[config.mk]
export PLATFORM = sky130hd
export DESIGN_NAME = color_sensor_emulator
export DESIGN_NICKNAME = d
export VERILOG_FILES = /design/src/rtl/color_sensor_emulator.sv
export SDC_FILE = /design/constraint.sdc
export NUM_CORES = 1
export LEC_CHECK = 0
export CORE_AREA = 2 2 124 126
export CTS_BUF_LIST = sky130_fd_sc_hd__clkbuf_4 sky130_fd_sc_hd__clkbuf_8
export CTS_CLUSTER_DIAMETER = 200
export CTS_CLUSTER_SIZE = 8
export DETAILED_ROUTE_END_ITERATION = 16
export DIE_AREA = 0 0 126 128
export GPL_TIMING_DRIVEN = 0
export HOLD_SLACK_MARGIN = 0.15
export PLACE_DENSITY = 0.66
export SKIP_LAST_GASP = 1
export SYNTH_ARGS = -nofsm -noshare
export SYNTH_HDL_FRONTEND = slang
export SYNTH_SLANG_ARGS = --single-unit
[constraint.sdc]
create_clock -name clk -period 7.3 [get_ports clk]
set_input_delay 1.46 -clock clk [delete_from_list [all_inputs] [get_ports clk]]
set_output_delay 1.46 -clock clk [all_outputs]
set_load 0.05 [all_outputs]
[src/rtl/color_sensor_emulator.sv]
// Emulated TCS3200 colour sensor: programmable per-filter square wave with
// settle blanking after enable or filter-select changes.
module color_sensor_emulator #(
  parameter int unsigned PERIOD_WIDTH  = 16,
  parameter int unsigned SETTLE_CYCLES = 16,
  parameter int unsigned RED_PERIOD    = 800,
  parameter int unsigned GREEN_PERIOD  = 1200,
  parameter int unsigned BLUE_PERIOD   = 1000,
  parameter int unsigned CLEAR_PERIOD  = 400
) (
  input  logic                    clk,
  input  logic                    reset,
  input  logic                    enable,
  input  logic [1:0]              colorSelect,
  input  logic                    cfgValid,
  output logic                    cfgReady,
  input  logic [1:0]              cfgColor,
  input  logic [PERIOD_WIDTH-1:0] cfgPeriod,
  output logic                    frequencyOut,
  output logic [7:0]              periodsEmitted
);

  localparam int unsigned SETTLE_W = (SETTLE_CYCLES > 1) ? $clog2(SETTLE_CYCLES) : 1;
  localparam int unsigned COUNT_W  = 8;

  // Channel encoding follows the sensor's {S3,S2} lines.
  localparam logic [1:0] CH_RED   = 2'b00;
  localparam logic [1:0] CH_CLEAR = 2'b01;
  localparam logic [1:0] CH_BLUE  = 2'b10;
  localparam logic [1:0] CH_GREEN = 2'b11;

  typedef enum logic [1:0] {
    ST_IDLE   = 2'd0,
    ST_SETTLE = 2'd1,
    ST_RUN    = 2'd2
  } state_t;

  state_t                  r_state;
  state_t                  w_state_next;

  logic [1:0]              r_sel_prev;
  logic [PERIOD_WIDTH-1:0] r_period [4];
  logic [PERIOD_WIDTH-1:0] r_active;
  logic [PERIOD_WIDTH-1:0] r_phase;
  logic [SETTLE_W-1:0]     r_settle;
  logic                    r_out;
  logic [COUNT_W-1:0]      r_count;
  logic                    r_cfg_ready;

  logic [PERIOD_WIDTH-1:0] w_active_next;
  logic [PERIOD_WIDTH-1:0] w_phase_next;
  logic [SETTLE_W-1:0]     w_settle_next;
  logic                    w_out_next;
  logic [COUNT_W-1:0]      w_count_next;

  logic                    w_sel_change;
  logic                    w_settle_done;
  logic [PERIOD_WIDTH-1:0] w_new_period;
  logic                    w_new_ok;
  logic                    w_active_off;
  logic                    w_boundary;
  logic [PERIOD_WIDTH-1:0] w_phase_inc;
  logic [PERIOD_WIDTH-1:0] w_half;
  logic                    w_cfg_write;

  // Event decode shared by the next-state and datapath logic.
  always_comb begin
    w_sel_change  = (colorSelect != r_sel_prev);
    w_settle_done = (r_settle == SETTLE_W'(SETTLE_CYCLES - 1));
    w_new_period  = r_period[colorSelect];
    w_new_ok      = (w_new_period >= PERIOD_WIDTH'(2));
    // A channel below 2 cycles is "off": treat every cycle as a boundary so a
    // later write is picked up on the very next edge.
    w_active_off  = (r_active < PERIOD_WIDTH'(2));
    w_boundary    = w_active_off || (r_phase == (r_active - PERIOD_WIDTH'(1)));
    w_phase_inc   = r_phase + PERIOD_WIDTH'(1);
    w_half        = r_active >> 1;
    w_cfg_write   = cfgValid && r_cfg_ready;
  end

  // State register plus all datapath registers and the period table.
  always_ff @(posedge clk) begin
    if (reset) begin
      r_state     <= ST_IDLE;
      r_sel_prev  <= 2'b00;
      r_active    <= '0;
      r_phase     <= '0;
      r_settle    <= '0;
      r_out       <= 1'b0;
      r_count     <= '0;
      r_cfg_ready <= 1'b0;
      r_period[CH_RED]   <= PERIOD_WIDTH'(RED_PERIOD);
      r_period[CH_CLEAR] <= PERIOD_WIDTH'(CLEAR_PERIOD);
      r_period[CH_BLUE]  <= PERIOD_WIDTH'(BLUE_PERIOD);
      r_period[CH_GREEN] <= PERIOD_WIDTH'(GREEN_PERIOD);
    end else begin
      r_state     <= w_state_next;
      r_sel_prev  <= colorSelect;
      r_active    <= w_active_next;
      r_phase     <= w_phase_next;
      r_settle    <= w_settle_next;
      r_out       <= w_out_next;
      r_count     <= w_count_next;
      r_cfg_ready <= 1'b1;
      if (w_cfg_write) begin
        r_period[cfgColor] <= cfgPeriod;
      end
    end
  end

  // Next-state logic; disable outranks a select change.
  always_comb begin
    w_state_next = r_state;
    case (r_state)
      ST_IDLE: begin
        if (enable) begin
          w_state_next = ST_SETTLE;
        end
      end
      ST_SETTLE: begin
        if (!enable) begin
          w_state_next = ST_IDLE;
        end else if (w_sel_change) begin
          w_state_next = ST_SETTLE;
        end else if (w_settle_done) begin
          w_state_next = ST_RUN;
        end
      end
      ST_RUN: begin
        if (!enable) begin
          w_state_next = ST_IDLE;
        end else if (w_sel_change) begin
          w_state_next = ST_SETTLE;
        end
      end
      default: begin
        w_state_next = ST_IDLE;
      end
    endcase
  end

  // Datapath next values: settle count, phase, active period, output, edge count.
  always_comb begin
    w_active_next = r_active;
    w_phase_next  = r_phase;
    w_settle_next = r_settle;
    w_out_next    = 1'b0;
    w_count_next  = r_count;
    case (r_state)
      ST_IDLE: begin
        if (w_state_next == ST_SETTLE) begin
          w_settle_next = '0;
          w_count_next  = '0;
        end
      end
      ST_SETTLE: begin
        if (w_state_next == ST_SETTLE) begin
          w_settle_next = w_sel_change ? '0 : (r_settle + SETTLE_W'(1));
          w_count_next  = '0;
        end else if (w_state_next == ST_RUN) begin
          // First period starts on the leaving edge.
          w_active_next = w_new_period;
          w_phase_next  = '0;
          w_out_next    = w_new_ok;
          if (w_new_ok) begin
            w_count_next = r_count + COUNT_W'(1);
          end
        end
      end
      ST_RUN: begin
        if (w_state_next == ST_RUN) begin
          if (w_boundary) begin
            // Period reload happens only here, so mid-period writes wait.
            w_active_next = w_new_period;
            w_phase_next  = '0;
            w_out_next    = w_new_ok;
            if (w_new_ok) begin
              w_count_next = r_count + COUNT_W'(1);
            end
          end else begin
            w_phase_next = w_phase_inc;
            w_out_next   = (w_phase_inc < w_half);
          end
        end else if (w_state_next == ST_SETTLE) begin
          w_settle_next = '0;
          w_count_next  = '0;
        end
      end
      default: begin
        w_out_next = 1'b0;
      end
    endcase
  end

  assign cfgReady       = r_cfg_ready;
  assign frequencyOut   = r_out;
  assign periodsEmitted = r_count;

endmodule

**Word level (Yosys, flattened, before mapping)**

Memory sizes are Yosys's and may differ from the RTL's.
Cells that the tools add are included.

- Add/sub/neg operators: 4
- Multiply operators: 0
- Divide/modulo/power cells: 0
- Magnitude comparators: 3
- Equality and inequality tests: 15
- Shift-type cells: 0
- Multiplexer cells: 43
- Bitwise gates (word level): 0
- Reductions and logical operators: 10

Operators with widths:

| operator | count |
|---|---|
| 16-bit 2-to-1 mux | 9 |
| 16-bit one-hot mux with 2 select lines | 2 |
| 8-bit 2-to-1 mux | 6 |
| 8-bit one-hot mux with 3 select lines | 1 |
| 16-bit by 1-bit adder with 16-bit output, second input constant | 1 |
| 16-bit == test | 1 |
| 16-bit by 2-bit greater-or-equal comparator with 1-bit output, second input constant | 1 |
| 16-bit by 15-bit < comparator with 1-bit output | 1 |
| 16-bit by 2-bit < comparator with 1-bit output, second input constant | 1 |
| 4-bit 2-to-1 mux | 4 |
| 16-bit OR reduction | 1 |
| 16-bit by 1-bit subtractor with 16-bit output, second input constant | 1 |
| 2-bit 2-to-1 mux | 7 |
| 2-bit inequality test, second input constant | 6 |
| 4-bit one-hot mux with 3 select lines | 1 |
| 1-bit 2-to-1 mux | 11 |
| 8-bit by 1-bit adder with 8-bit output, second input constant | 1 |
| 3-bit inequality test, second input constant | 2 |
| 2-bit one-hot mux with 3 select lines | 1 |
| 3-bit AND reduction | 2 |
| 5-bit AND reduction | 1 |
| 4-bit by 1-bit adder with 4-bit output, second input constant | 1 |
| 2-bit by 1-bit == test with 1-bit output, second input constant | 2 |
| 2-bit == test, second input constant | 2 |
| other kinds (9) | 9 |

- Bits in registers: 50
- Latch bits: 0
- Memory bits (writable): 64
- Bits in read-only memories: 0
- Bits of input ports: 24
- Output and inout bits: 10
- Logic and storage cells: 84
- Memories kept: 1

Memories:

| name | words | bits a word | rd ports | clocked after memory_dff | wr ports | line | source |
|---|---|---|---|---|---|---|---|
| r_period | 4 | 16 | 1 | 0 | 4 | 42 | `logic [PERIOD_WIDTH-1:0] r_period [4];` |

**Depth between registers and ports, before layout**

Gate-level depths: netlist of the first run.

- Word-level depth: 9
- Mapped depth: 16
- Depth with buffers taken out: 14

**Worst setup path before layout of the first run**

Ideal clock, no wire load.

- Kind: input port to flip-flop
- Start point: input colorSelect[1]
- End point: register r_count[7] (netlist: periodsEmitted[7])
- Setup time: 114 ps
- Data arrival time: 4481 ps
- Data required time: 7186 ps
- Slack: 2705 ps
- Stages: 15
- Path buffers: 3
- Cell sequence: clkbuf_1 clkbuf_1 xor2_1 nor2_1 a41oi_1 o21ai_0 a221o_1 ha_1 clkbuf_1 nand2_1 a21boi_0 or4_1 nor2_1 a32o_1 a21o_1

- Word-level cells in the longest chain between the ends: 8
- Elaborated cells between the ends (all ways): 20
- Classes of those cells: 1 x order compare; 5 x eq/ne; 12 x mux; 1 x reduce/logical; 1 x memory

RTL lines:

| item | line | source |
|---|---|---|
| start: declaration | 14 | `input logic [1:0] colorSelect,` |
| branches (longest 8 deep; another with memory 4 x 16 bit) | - |  |
| end signal: assignment | 103 | `r_count <= w_count_next;` |
| end: declaration | 47 | `logic [COUNT_W-1:0] r_count;` |

Several ways; the timed one is not identified. The select of a mux whose other input is x is not followed.
A chain may end at the register's enable or synchronous reset.

**Worst setup path in the final report of the first run**

- Start point: input colorSelect[1]
- End point: register r_settle[2]

- Word-level cells in the longest chain between the ends: 8
- Elaborated cells between the ends (all ways): 16
- Classes of those cells: 5 x eq/ne; 10 x mux; 1 x reduce/logical

RTL lines:

| item | line | source |
|---|---|---|
| 2-bit inequality test (*) | 68 | `w_sel_change = (colorSelect != r_sel_prev);` |
| 2-bit 2-to-1 mux (on tied branches) | 132, 123 |  |
| 2-bit 2-to-1 mux (on tied branches) | 130, 121 |  |
| 2-bit one-hot mux with 3 select lines | 114 | `case (r_state)` |
| 2-bit by 1-bit == test with 1-bit output | 151, 157, 184 |  |
| 4-bit 2-to-1 mux (2 in series) | - |  |
| 4-bit one-hot mux with 3 select lines | 149 | `case (r_state)` |
| end signal: assignment | 101 | `r_settle <= w_settle_next;` |
| end: declaration | 45 | `logic [SETTLE_W-1:0] r_settle;` |

Every way passes the cells marked *; elsewhere a longest branch is shown, timed or not. The select of a mux whose other input is x is not followed.

==> impl_metrics.json, run 1 <==
{
  "cts_tree": "done",
  "nFillCells": 1357,
  "syn_inst": 632,
  "netlist_area_um2": 6530,
  "postPlaceCellArea_um2": 7100,
  "clockRootBuffer": "clkbuf_8",
  "initial_utilization_pct": 43.9,
  "wl_um": 15800,
  "r2r_slack_ns": 3.40,
  "seq_power_share_pct": 49.7,
  "setup_tns_ns": 0,
  "worst_slew_pin_slew_ns": 1.18,
  "hold_viol_final": 0,
  "pre_cts_slack_ns": 1.61,
  "syn_nets": 680,
  "period_minus_slack_ns": 5.31,
  "fin_ws_ns": 1.99,
  "cts.reportedPaths.clkPinSlew_ns": 0.08,
  "post_cts_resize_count": 0,
  "synth_cell_types": 71,
  "cts_buffer_depth": 2,
  "max_freq_ghz": 0.188,
  "finalInstanceArea_um2": 7490,
  "cts_buffers": 17,
  "cap_violations": 0,
  "whs_ns": 0.519,
  "rsz0062_at_grt": "false",
  "place_hpwl_um": 11500,
  "power_mw": 1.40,
  "final_max_slew_viol_count": 0,
  "vias": 4982,
  "track_usage_pct": 20.4,
  "vdd_ir_drop_max_mv": 0.131,
  "power.switching_uw": 343,
  "area_growth_pct": 14.8,
  "p_sw_share_pct": 24.5,
  "syn_area_per_cell_um2": 10.3,
  "drt-vias-per-instance": 5.64,
  "wire_per_inst_um": 17.8,
  "critical_path_class": "input pin to flip-flop",
  "die_w_um": 126,
  "die_h_um": 128,
  "ioPinCount": 34,
  "worst_skew_pair.late_latency_ns": 0.44,
  "first_iter_violations": 321,
  "status": "finished clean",
  "ys_warn_count": 0,
  "antenna_found_initial": 0,
  "ys_seq_area_share_pct": 44.8,
  "start_kind": "input pin",
  "ys_ff_latch": 114,
  "ctsHoldBuffers": 0,
  "cp_max_fo": 10,
  "grt_overflow_total": 0,
  "r2r_cells": 15,
  "cts_setup_buffers": 0,
  "cts.sinks": 114,
  "cts_htree_levels": 4,
  "hold_path_depth": 1,
  "hold_path_end": "periodsEmitted[7]",
  "rows": 45,
  "cp-end-kind": "flip-flop",
  "nNetsFinal": 731,
  "slew_headroom_pct": 21.5,
  "drive_gt1_share_pct": 12.4,
  "place.gp.congestion": 0.939,
  "diodes": 0,
  "grt_max_degree": 17,
  "arrival_ns": 5.67,
  "p_leak_nw": 2.73,
  "dieArea_um2": 16100,
  "antenna_left": 0,
  "cp_data_required_time_ns": 7.66,
  "r2r_end": "r_settle[2]",
  "p_comb_share_pct": 7.4,
  "grt_first_pass_wirelength_um": 25900,
  "grt_pass1_vias": 5041,
  "drcViolationCount": 0,
  "hold_path_class": "flip-flop to flip-flop",
  "skew_ns": 0.0145,
  "synthArstFlopShare_pct": 0,
  "powerDensity_nw_per_um2": 187,
  "hp-start": "periodsEmitted[7]",
  "setup_violations": 0,
  "r2r_start": "r_state[0]",
  "p_clk_share_pct": 42.9,
  "dr.pass1.iters": 5,
  "coreArea_um2": 14900,
  "fin_crit_sh_pct": 72.7,
  "p_int_mw": 1.06,
  "ys.flop_type": "edfxtp_1",
  "portBuffers": 31,
  "synth_edf_count": 64
}
-- worst max path at each step --
stage | startpoint | to | cells after the start
after floorplan | colorSelect[1] | periodsEmitted[7] | 15
after global placement | colorSelect[1] | r_settle[2] | 15
after detailed placement | colorSelect[1] | r_settle[2] | 15
after CTS | colorSelect[1] | r_settle[2] | 15
after global routing | colorSelect[1] | r_settle[2] | 15
final | colorSelect[1] | r_settle[2] | 15
-- synthesized netlist by cell type (23+ instances only) --
cell type | instances | area, um2
nand3_1 | 34 | 170
nand2_1 | 37 | 139
edfxtp_1 | 64 | 1920
clkbuf_1 | 24 | 90.1
and2_1 | 49 | 307
nor2_1 | 27 | 101
o21ai_0 | 29 | 145
inv_1 | 28 | 105
ha_1 | 24 | 300
a21oi_1 | 33 | 165
xnor2_1 | 23 | 201
dfxtp_1 | 50 | 1000
-- per-stage QoR --
stage               std cells  utilization [%]
CTS                       884             50.4
finish                    884             50.4
floorplan                 632                -
global placement          851             47.6
detailed placement        852             47.7
global route              884             50.4
-- state kept, by name, indices dropped and copies added (netlist names) --
| name | count |
|---|---|
| cfgReady | 1 |
| frequencyOut | 1 |
| periodsEmitted | 8 |
| r_active | 16 |
| r_period | 64 |
| r_phase | 16 |
| r_sel_prev | 2 |
| r_settle | 4 |
| r_state | 2 |
-- cell type report --
cell class              count  area, um2  share of cell area (%)
clock inverters            11        129                    1.72
inverters                  28        105                    1.40
clock buffers              21        270                    3.61
plain buffers              36        159                    2.12
multi-input cells         454       3350                    44.7
flip-flops and latches    114       2920                    39.0
well taps                 188        235                    3.14
repair buffers             32        325                    4.34
-- cells by family (layout without fill, tap and decap cells) --
family	count (synthesis)	after routing	synth area share [%]
AO/OA/AOI/OAI	133	133	14.4
XOR/XNOR	40	40	5.36
adder cells (fa/ha/maj)	24	24	4.60
buffers and inverters	64	128	4.04
flip-flops	114	114	44.8
multiplexers	18	18	5.82
AND/OR/NAND/NOR	239	239	21.0
-- metal layers --
layer	up-vias	part of all wire [%]	GRT usage, %
met5	-	0	0
met4	0	1.6	6.85
met3	20	3.2	4.17
met2	111	50	35.2
met1	2409	45	25.8
li1	2442	-	-
-- critical path: stages --
cell and delay (ns):
clkbuf_1 0.44, clkbuf_1 0.53, xor2_1 0.25, nor2_1 0.11, a41oi_1 0.22, o21ai_0 0.09, a221o_1 0.42, ha_1 0.21
clkbuf_1 0.22, nand2_1 0.17, a21boi_0 0.72, nand2_1 0.34, nor2_1 0.24, nand3b_1 0.09, a21oi_1 0.14
-- cells in the final DEF (no fill, tap or decap), drive strengths merged, types with 17 or more instances in the layout --
master / instances
edfxtp: 64
clkbuf: 46
ha: 24
clkdlybuf4s50: 31
dfxtp: 50
inv: 31
xnor2: 23
nand3: 34
o21ai: 30
and2: 49
a21oi: 34
xor2: 17
nand2: 37
nor2: 27
-- power groups by stage --
stage          Clock, mW  Combinational, mW  Sequential, mW
2_1_floorplan          0             0.0599           0.713
3_3_place_gp           0             0.0993           0.712
3_5_place_dp           0              0.103           0.712
4_1_cts            0.607              0.103           0.698
5_1_grt            0.637              0.112           0.699
6_report           0.602              0.104           0.698
Note: power is estimated with default switching activity, not from simulation.
==> run 2, diff against run 1 <==
==> constraint.sdc (replaced) <==
create_clock -name clk -period 5.4 [get_ports clk]
set_input_delay 1.08 -clock clk [delete_from_list [all_inputs] [get_ports clk]]
set_output_delay 1.08 -clock clk [all_outputs]
set_load 0.05 [all_outputs]
==> results of run 2 <==
Same layout as run 1 (identical final DEF). Status: finished clean.
Among the figures that moved: setup slack after placement 1.61 ns -> 0.0874 ns; setup slack after layout 1.99 ns -> 0.470 ns; register-to-register setup slack 3.40 ns -> 1.50 ns; total power 1.40 mW -> 1.90 mW; worst IR drop on VDD 0.131 mV -> 0.177 mV
